[config.mk]
export PLATFORM = sky130hd
export DESIGN_NAME = ucie_ctl_retrain_seq_flat
export DESIGN_NICKNAME = d
export VERILOG_FILES = /design/src/rtl/ucie_ctl_retrain_seq_if.sv /design/src/rtl/ucie_ctl_retrain_seq.sv /design/src/flat_wrapper.sv
export SDC_FILE = /design/constraint.sdc
export NUM_CORES = 1
export LEC_CHECK = 0
export CORE_MARGIN = 2
export CORE_UTILIZATION = 40
export DETAILED_ROUTE_END_ITERATION = 10
export GPL_TIMING_DRIVEN = 0
export HOLD_SLACK_MARGIN = 0.03
export PLACE_DENSITY = 0.71
export SYNTH_ARGS = -nofsm -noshare
export SYNTH_HDL_FRONTEND = slang
export SYNTH_SLANG_ARGS = --single-unit
export TNS_END_PERCENT = 50
[constraint.sdc]
create_clock -name i_clk -period 1.7 [get_ports i_clk]
set_input_delay 0.255 -clock i_clk [delete_from_list [all_inputs] [get_ports i_clk]]
set_output_delay 0.255 -clock i_clk [all_outputs]
set_load 0.02 [all_outputs]
[src/rtl/ucie_ctl_retrain_seq_if.sv]
// Retrain sequencer bundle: CSR retrain level and PHY-mirror write in, RDI request and CSR adapter write out.
// The slave side is the sequencer and the master side is the CSR/RDI environment.
interface ucie_ctl_retrain_seq_if;
  logic        i_retrain;
  logic        i_phy_WR;
  logic [7:0]  i_phy_addr;
  logic [31:0] i_phy_WDATA;
  logic [4:0]  i_pl_state_sts;
  logic [4:0]  o_lp_state_req;
  logic        o_A_Valid;
  logic [7:0]  o_A_addr;
  logic [31:0] o_A_WDATA;
  logic        o_retrain_busy;
  logic        o_retrain_timeout;

  modport master (
    output i_retrain, i_phy_WR, i_phy_addr, i_phy_WDATA, i_pl_state_sts,
    input  o_lp_state_req, o_A_Valid, o_A_addr, o_A_WDATA, o_retrain_busy, o_retrain_timeout
  );

  modport slave (
    input  i_retrain, i_phy_WR, i_phy_addr, i_phy_WDATA, i_pl_state_sts,
    output o_lp_state_req, o_A_Valid, o_A_addr, o_A_WDATA, o_retrain_busy, o_retrain_timeout
  );
endinterface

[src/rtl/ucie_ctl_retrain_seq.sv]
// Retrain sequencer: drives RDI Retrain then Active, then clears the CSR retrain bit; request is 1 cycle after i_retrain,
// CSR write pulses the cycle after CLEAR; no backpressure, waits on status with a bounded counter that aborts on timeout.
module ucie_ctl_retrain_seq #(
  parameter int unsigned TIMEOUT_CYCLES = 1024,
  parameter logic [4:0]  RETRAIN_STATE  = 5'b01011,
  parameter logic [4:0]  ACTIVE_STATE   = 5'b00001,
  parameter logic [4:0]  NOP_STATE      = 5'b00000
) (
  input logic                   i_clk,
  input logic                   i_rst_n,
  ucie_ctl_retrain_seq_if.slave bus
);
  localparam int unsigned   CW          = $clog2(TIMEOUT_CYCLES + 1);
  localparam logic [CW-1:0] CNT_LIMIT   = CW'(TIMEOUT_CYCLES - 1);
  localparam logic [7:0]    CTL_ADDR    = 8'h10;
  localparam int unsigned   RETRAIN_BIT = 11;

  typedef enum logic [2:0] {IDLE, REQ, WAIT_ACTIVE, CLEAR, COOLDOWN} state_t;

  state_t      state, state_nxt;
  logic [CW-1:0] cnt, cnt_nxt;
  logic        cd_last, cd_last_nxt;
  logic [31:0] ctl_shadow;
  logic [31:0] shadow_src;
  logic        shadow_load;
  logic        at_limit;
  logic [4:0]  lp_req;
  logic        a_vld, a_vld_nxt;
  logic [7:0]  a_addr, a_addr_nxt;
  logic [31:0] a_wdata, a_wdata_nxt;
  logic        timeout, timeout_nxt;

  assign shadow_load = bus.i_phy_WR && (bus.i_phy_addr == CTL_ADDR);
  // A write landing in the CLEAR cycle must not be lost to the stale shadow.
  assign shadow_src  = shadow_load ? bus.i_phy_WDATA : ctl_shadow;
  assign at_limit    = (cnt == CNT_LIMIT);

  always_comb begin
    state_nxt   = state;
    cnt_nxt     = cnt;
    cd_last_nxt = cd_last;
    lp_req      = NOP_STATE;
    a_vld_nxt   = 1'b0;
    a_addr_nxt  = 8'h00;
    a_wdata_nxt = 32'h0;
    timeout_nxt = 1'b0;
    case (state)
      IDLE: begin
        if (bus.i_retrain) begin
          state_nxt = REQ;
          cnt_nxt   = '0;
        end
      end
      REQ: begin
        lp_req  = RETRAIN_STATE;
        cnt_nxt = cnt + 1'b1;
        if (bus.i_pl_state_sts == RETRAIN_STATE) begin
          state_nxt = WAIT_ACTIVE;
        end else if (at_limit) begin
          timeout_nxt = 1'b1;
          state_nxt   = CLEAR;
        end
      end
      WAIT_ACTIVE: begin
        lp_req  = ACTIVE_STATE;
        cnt_nxt = cnt + 1'b1;
        if (bus.i_pl_state_sts == ACTIVE_STATE) begin
          state_nxt = CLEAR;
        end else if (at_limit) begin
          timeout_nxt = 1'b1;
          state_nxt   = CLEAR;
        end
      end
      CLEAR: begin
        a_vld_nxt              = 1'b1;
        a_addr_nxt             = CTL_ADDR;
        a_wdata_nxt            = shadow_src;
        a_wdata_nxt[RETRAIN_BIT] = 1'b0;
        cd_last_nxt            = 1'b0;
        state_nxt              = COOLDOWN;
      end
      COOLDOWN: begin
        // Two cycles so a CSR write deferred by a collision still lands first.
        cd_last_nxt = 1'b1;
        if (cd_last) state_nxt = IDLE;
      end
      default: state_nxt = IDLE;
    endcase
  end

  always_ff @(posedge i_clk or negedge i_rst_n) begin
    if (!i_rst_n) begin
      state      <= IDLE;
      cnt        <= '0;
      cd_last    <= 1'b0;
      ctl_shadow <= 32'h0;
      a_vld      <= 1'b0;
      a_addr     <= 8'h00;
      a_wdata    <= 32'h0;
      timeout    <= 1'b0;
    end else begin
      state   <= state_nxt;
      cnt     <= cnt_nxt;
      cd_last <= cd_last_nxt;
      if (shadow_load) ctl_shadow <= bus.i_phy_WDATA;
      a_vld   <= a_vld_nxt;
      a_addr  <= a_addr_nxt;
      a_wdata <= a_wdata_nxt;
      timeout <= timeout_nxt;
    end
  end

  assign bus.o_lp_state_req    = lp_req;
  assign bus.o_A_Valid         = a_vld;
  assign bus.o_A_addr          = a_addr;
  assign bus.o_A_WDATA         = a_wdata;
  assign bus.o_retrain_busy    = (state != IDLE);
  assign bus.o_retrain_timeout = timeout;
endmodule
[src/flat_wrapper.sv]
// flat-port wrapper written by rule: the top's interface ports become plain ports
module ucie_ctl_retrain_seq_flat 
#(
  parameter int unsigned TIMEOUT_CYCLES = 1024,
  parameter logic [4:0]  RETRAIN_STATE  = 5'b01011,
  parameter logic [4:0]  ACTIVE_STATE   = 5'b00001,
  parameter logic [4:0]  NOP_STATE      = 5'b00000
)
  (i_clk, i_rst_n, bus_i_retrain, bus_i_phy_WR, bus_i_phy_addr, bus_i_phy_WDATA, bus_i_pl_state_sts, bus_o_lp_state_req, bus_o_A_Valid, bus_o_A_addr, bus_o_A_WDATA, bus_o_retrain_busy, bus_o_retrain_timeout);
  ucie_ctl_retrain_seq_if bus_i ();
  input logic i_clk;
  input logic i_rst_n;
  input wire logic [$bits(bus_i.i_retrain)-1:0] bus_i_retrain;
  input wire logic [$bits(bus_i.i_phy_WR)-1:0] bus_i_phy_WR;
  input wire logic [$bits(bus_i.i_phy_addr)-1:0] bus_i_phy_addr;
  input wire logic [$bits(bus_i.i_phy_WDATA)-1:0] bus_i_phy_WDATA;
  input wire logic [$bits(bus_i.i_pl_state_sts)-1:0] bus_i_pl_state_sts;
  output wire logic [$bits(bus_i.o_lp_state_req)-1:0] bus_o_lp_state_req;
  output wire logic [$bits(bus_i.o_A_Valid)-1:0] bus_o_A_Valid;
  output wire logic [$bits(bus_i.o_A_addr)-1:0] bus_o_A_addr;
  output wire logic [$bits(bus_i.o_A_WDATA)-1:0] bus_o_A_WDATA;
  output wire logic [$bits(bus_i.o_retrain_busy)-1:0] bus_o_retrain_busy;
  output wire logic [$bits(bus_i.o_retrain_timeout)-1:0] bus_o_retrain_timeout;
  assign bus_i.i_retrain = bus_i_retrain;
  assign bus_i.i_phy_WR = bus_i_phy_WR;
  assign bus_i.i_phy_addr = bus_i_phy_addr;
  assign bus_i.i_phy_WDATA = bus_i_phy_WDATA;
  assign bus_i.i_pl_state_sts = bus_i_pl_state_sts;
  assign bus_o_lp_state_req = bus_i.o_lp_state_req;
  assign bus_o_A_Valid = bus_i.o_A_Valid;
  assign bus_o_A_addr = bus_i.o_A_addr;
  assign bus_o_A_WDATA = bus_i.o_A_WDATA;
  assign bus_o_retrain_busy = bus_i.o_retrain_busy;
  assign bus_o_retrain_timeout = bus_i.o_retrain_timeout;
  ucie_ctl_retrain_seq #(.TIMEOUT_CYCLES(TIMEOUT_CYCLES), .RETRAIN_STATE(RETRAIN_STATE), .ACTIVE_STATE(ACTIVE_STATE), .NOP_STATE(NOP_STATE)) u_core (.i_clk(i_clk), .i_rst_n(i_rst_n), .bus(bus_i));
endmodule
==> flow_results.xml <==
<?xml version="1.0" encoding="UTF-8"?>
<metrics>
  <group name="final_layout">
    <metric name="design_area" unit="sq um">4720</metric>
    <metric name="fillers" unit="">683</metric>
    <metric name="drive_gt1_frac" unit="">0.363</metric>
    <metric name="finish.net_count" unit="">403</metric>
    <metric name="count_of_inserted_antenna_diode_cells" unit="">0</metric>
    <metric name="flow.area_growth_from_synthesis" unit="%">40.0</metric>
    <metric name="stdcell_count" unit="">463</metric>
  </group>
  <group name="worst_setup_path">
    <metric name="worstRegToRegCells" unit="">6</metric>
    <metric name="register_to_register_setup_slack" unit="ns">-0.03</metric>
    <metric name="timing.critical_path.arrival" unit="ns">1.99</metric>
    <metric name="crit_path_start_kind" unit="">register</metric>
    <metric name="end_kind" unit="">register</metric>
    <metric name="worst_r2r_src" unit="">u_core.state[1]</metric>
    <metric name="timing.critical_path.fanout_max" unit="">5</metric>
    <metric name="crit_start" unit="">u_core.state[1]</metric>
    <metric name="cp_required" unit="ns">1.97</metric>
    <metric name="r2r_end" unit="">u_core.cnt[9]</metric>
    <metric name="setup.worst_path.class" unit="">reg -&gt; reg</metric>
  </group>
  <group name="yosys">
    <metric name="synth_top_family_by_area" unit="">simple AND/OR/NAND/NOR gates</metric>
    <metric name="post_synth_instance_area" unit="sq um">3370</metric>
    <metric name="yosys.cell_types.count" unit="">42</metric>
    <metric name="synthArstFlopShare" unit="">1.00</metric>
    <metric name="synth-xor-area-share" unit="">0.0130</metric>
    <metric name="yosys.area.top_type_share" unit="">0.586</metric>
    <metric name="leading_cell_types_by_total_area_after_synthesis" unit="">dfrtp_1, mux2_4, and2_4, buf_4, xor2_1</metric>
    <metric name="synth.area.mux_share" unit="">0.137</metric>
    <metric name="synth_compound_gate_area_share" unit="">0.0449</metric>
    <metric name="synth.avg_cell_area" unit="sq um">14.2</metric>
    <metric name="post_synth_inst_count" unit="">237</metric>
    <metric name="synth-edff-count" unit="">0</metric>
    <metric name="portion_of_the_post_synthesis_area_used_by_sequential_elements" unit="">0.586</metric>
    <metric name="synth_simple_gate_area_frac" unit="">0.163</metric>
    <metric name="ys_dominant_reg_cell" unit="">dfrtp_1</metric>
    <metric name="synth_largest_area_cell" unit="">dfrtp_1</metric>
    <metric name="synth_adder_area_share" unit="">0.00371</metric>
    <metric name="yosys_warning_count" unit="">0</metric>
    <metric name="ys_seq_elements" unit="">79</metric>
  </group>
  <group name="clock_tree">
    <metric name="numCtsBuffers" unit="">9</metric>
    <metric name="worst_skew_pair.late_latency" unit="ns">0.34</metric>
    <metric name="cts_root_buf" unit="">clkbuf_8</metric>
    <metric name="clock_tree_from_tritoncts" unit="">built</metric>
    <metric name="cts_max_path_buffers" unit="">2</metric>
    <metric name="clock_pin_slew_worst_setup_and_hold_paths" unit="ns">0.09</metric>
    <metric name="clock-sinks" unit="">79</metric>
    <metric name="htree_levels" unit="">3</metric>
  </group>
  <group name="floorplanning">
    <metric name="die_h" unit="um">95.8</metric>
    <metric name="floorplan.initialDensity" unit="">0.412</metric>
    <metric name="die_width" unit="um">95.8</metric>
    <metric name="pin_count" unit="">97</metric>
    <metric name="floorplan.die_area" unit="sq um">9180</metric>
    <metric name="row_cnt" unit="">33</metric>
    <metric name="core_region_area" unit="sq um">8180</metric>
  </group>
  <group name="route">
    <metric name="wirelength" unit="mm">6.22</metric>
    <metric name="route.vias.total" unit="">2141</metric>
    <metric name="dr.pass1.iters" unit="">4</metric>
    <metric name="routed_via_density" unit="">4.62</metric>
    <metric name="drc_violation_total_after_the_first_tritonroute_iteration" unit="">37</metric>
    <metric name="routedWlPerCell" unit="um">13.4</metric>
    <metric name="drtAntennaViolNets" unit="">0</metric>
    <metric name="drc" unit="">0</metric>
  </group>
  <group name="power">
    <metric name="share_comb_of_total_power" unit="">0.215</metric>
    <metric name="p_sw" unit="mW">1.23</metric>
    <metric name="internal_power" unit="mW">2.99</metric>
    <metric name="worst_ir_drop_vdd" unit="mV">0.470</metric>
    <metric name="netSwitchingFraction" unit="">0.291</metric>
    <metric name="clock_power_share" unit="">0.298</metric>
    <metric name="power_density" unit="nW/um^2">892</metric>
    <metric name="p_leak" unit="nW">2.33</metric>
    <metric name="sequentialPowerShare" unit="">0.487</metric>
  </group>
  <group name="placement">
    <metric name="post-dp-hpwl" unit="mm">4.30</metric>
    <metric name="dp_cells" unit="">437</metric>
    <metric name="port_buffers" unit="">85</metric>
    <metric name="globalplace.congestion" unit="">0.788</metric>
    <metric name="placedInstanceArea" unit="sq um">4400</metric>
  </group>
  <group name="sta">
    <metric name="worst_setup_slack_final" unit="ns">-0.0256</metric>
    <metric name="maxClockFrequency" unit="MHz">579</metric>
    <metric name="report.final.slew_viol_count" unit="">0</metric>
    <metric name="setup_viol" unit="">1</metric>
    <metric name="rsz_0062_raised_after_global_routing" unit="">true</metric>
    <metric name="post-route-period-util" unit="">1.02</metric>
    <metric name="hold_viol" unit="">0</metric>
    <metric name="fin_worst_skew" unit="ns">0.00988</metric>
    <metric name="min_period" unit="ns">1.73</metric>
  </group>
  <group name="hold_path">
    <metric name="worst_hold_path_type" unit="">in -&gt; async</metric>
  </group>
  <group name="grt">
    <metric name="grt_pass1_vias" unit="">2153</metric>
    <metric name="first_pass_grt_wire_length" unit="mm">10.3</metric>
    <metric name="grt_max_degree" unit="">45</metric>
    <metric name="track_usage" unit="">0.147</metric>
    <metric name="overflow" unit="">0</metric>
    <metric name="initial_antenna_violation_count" unit="">0</metric>
  </group>
  <group name="outcome">
    <metric name="run_status" unit="">complete, but fails checks</metric>
    <metric name="failed_checks" unit="">negative setup slack</metric>
  </group>
  <group name="flow_run">
    <metric name="drv_cap" unit="">0</metric>
  </group>
</metrics>
-- worst max-delay path, stage by stage, from the launching register on --
cell	delay (ns)
dfrtp_1	0.40
buf_6	0.14
buf_12	0.12
a21oi_4	0.18
nand4_1	0.25
or3_1	0.43
a21oi_2	0.12
-- Yosys cell counts, drive strengths merged (2+ instances only) --
| library cell | n |
|---|---|
| nand2 | 6 |
| nor3 | 2 |
| buf | 21 |
| nand4 | 2 |
| nor2 | 8 |
| dfrtp | 79 |
| and3 | 2 |
| mux2 | 31 |
| nand4b | 3 |
| or3 | 6 |
| o31ai | 2 |
| nand3 | 3 |
| and2 | 31 |
| o21ai | 7 |
| xor2 | 5 |
| a21oi | 8 |
| inv | 4 |
-- cell usage in the layout (no fill, tap or decap), drive strengths merged, types with 3 or more instances in the layout --
master	netlist	routed
a21oi	8	8
and2	31	31
buf	21	34
clkbuf	0	11
clkdlybuf4s50	0	80
clkinvlp	0	3
conb	1	10
dfrtp	79	79
inv	4	6
mux2	31	31
nand2	6	6
nand3	3	3
nand4b	3	3
nor2	8	8
o21ai	7	7
or3	6	6
xor2	5	5
-- flip-flops by register name, indices dropped and copies added (netlist names) --
register                      count
u_core.state                      3
u_core.ctl_shadow                31
u_core.bus.o_A_Valid              1
u_core.cnt                       11
u_core.bus.o_A_WDATA             31
u_core.cd_last                    1
u_core.bus.o_retrain_timeout      1
-- per-stage QoR --
stage | TNS [ns] | hold WS, ns | setup WS (ns) | utilization | total power, mW
finish | -0.0256 | 0.411 | -0.0256 | 0.577 | 4.21
global route | -0.235 | 0.459 | -0.0893 | 0.577 | 4.45
CTS | 0 | 0.425 | 0.00385 | 0.570 | 4.22
detailed placement | -20.43 | 0.248 | -0.391 | 0.539 | 2.92
global placement | -203.50 | 0.475 | -2.35 | 0.537 | 2.90
floorplan | 0 | -0.0406 | 0.00821 | - | 2.57
-- power by group through the flow --
stage / sequential, mW / clock (mW) / combinational, mW
floorplan: 2.07 / 0 / 0.501
global placement: 2.08 / 0 / 0.816
detailed placement: 2.08 / 0 / 0.837
CTS: 2.05 / 1.30 / 0.868
global route: 2.07 / 1.39 / 0.996
finish: 2.05 / 1.25 / 0.906
-- worst max path at each step --
stage	end	slack (ns)	cells past startpoint
final	u_core.cnt[9]	-0.03	6
after global routing	u_core.cnt[9]	-0.09	6
after CTS	u_core.cnt[7]	0.004	6
after detailed placement	u_core.bus.o_A_WDATA[13]	-0.39	6
after global placement	u_core.bus.o_A_WDATA[17]	-2.35	1
after floorplan	bus_o_lp_state_req[3]	0.008	3
-- layout make-up --
type	instances	area, sq um	share of cell area
buffer	21	174	0.0369
clock buffer	9	124	0.0263
clock inverter	7	56.3	0.0119
inverter	4	15.0	0.00318
multi-input combinational	142	1300	0.275
sequential	79	1980	0.419
tap	105	131	0.0278
timing repair buffer	96	945	0.200
-- kinds of logic (layout without fill, tap and decap cells) --
family	count (synthesis)	after routing
flops	79	79
other cells	1	10
mux	31	31
simple gates	72	72
fa+ha+maj	1	1
buf+inv	25	137
compound gates	23	23
xor+xnor	5	5
-- layer usage --
layer | vias to the layer above | GRT usage | wire length, um
met5 | - | 0 | 0
met4 | 0 | 0.0536 | 67
met3 | 8 | 0.0423 | 381
met2 | 61 | 0.235 | 3140
met1 | 1052 | 0.190 | 2640
li1 | 1020 | - | -
-- what timing repair did --
| action | 4_1_cts | 5_1_grt |
|---|---|---|
| hold buffers | 1 | 0 |
| buffers inserted | 5 | 4 |
| pin swaps | 0 | 7 |
| gates resized for setup | 22 | 11 |
| endpoints found under the setup margin | 34 | 31 |
| endpoints found under the hold margin | 35 | 0 |
(Power assumes the default switching activity.)
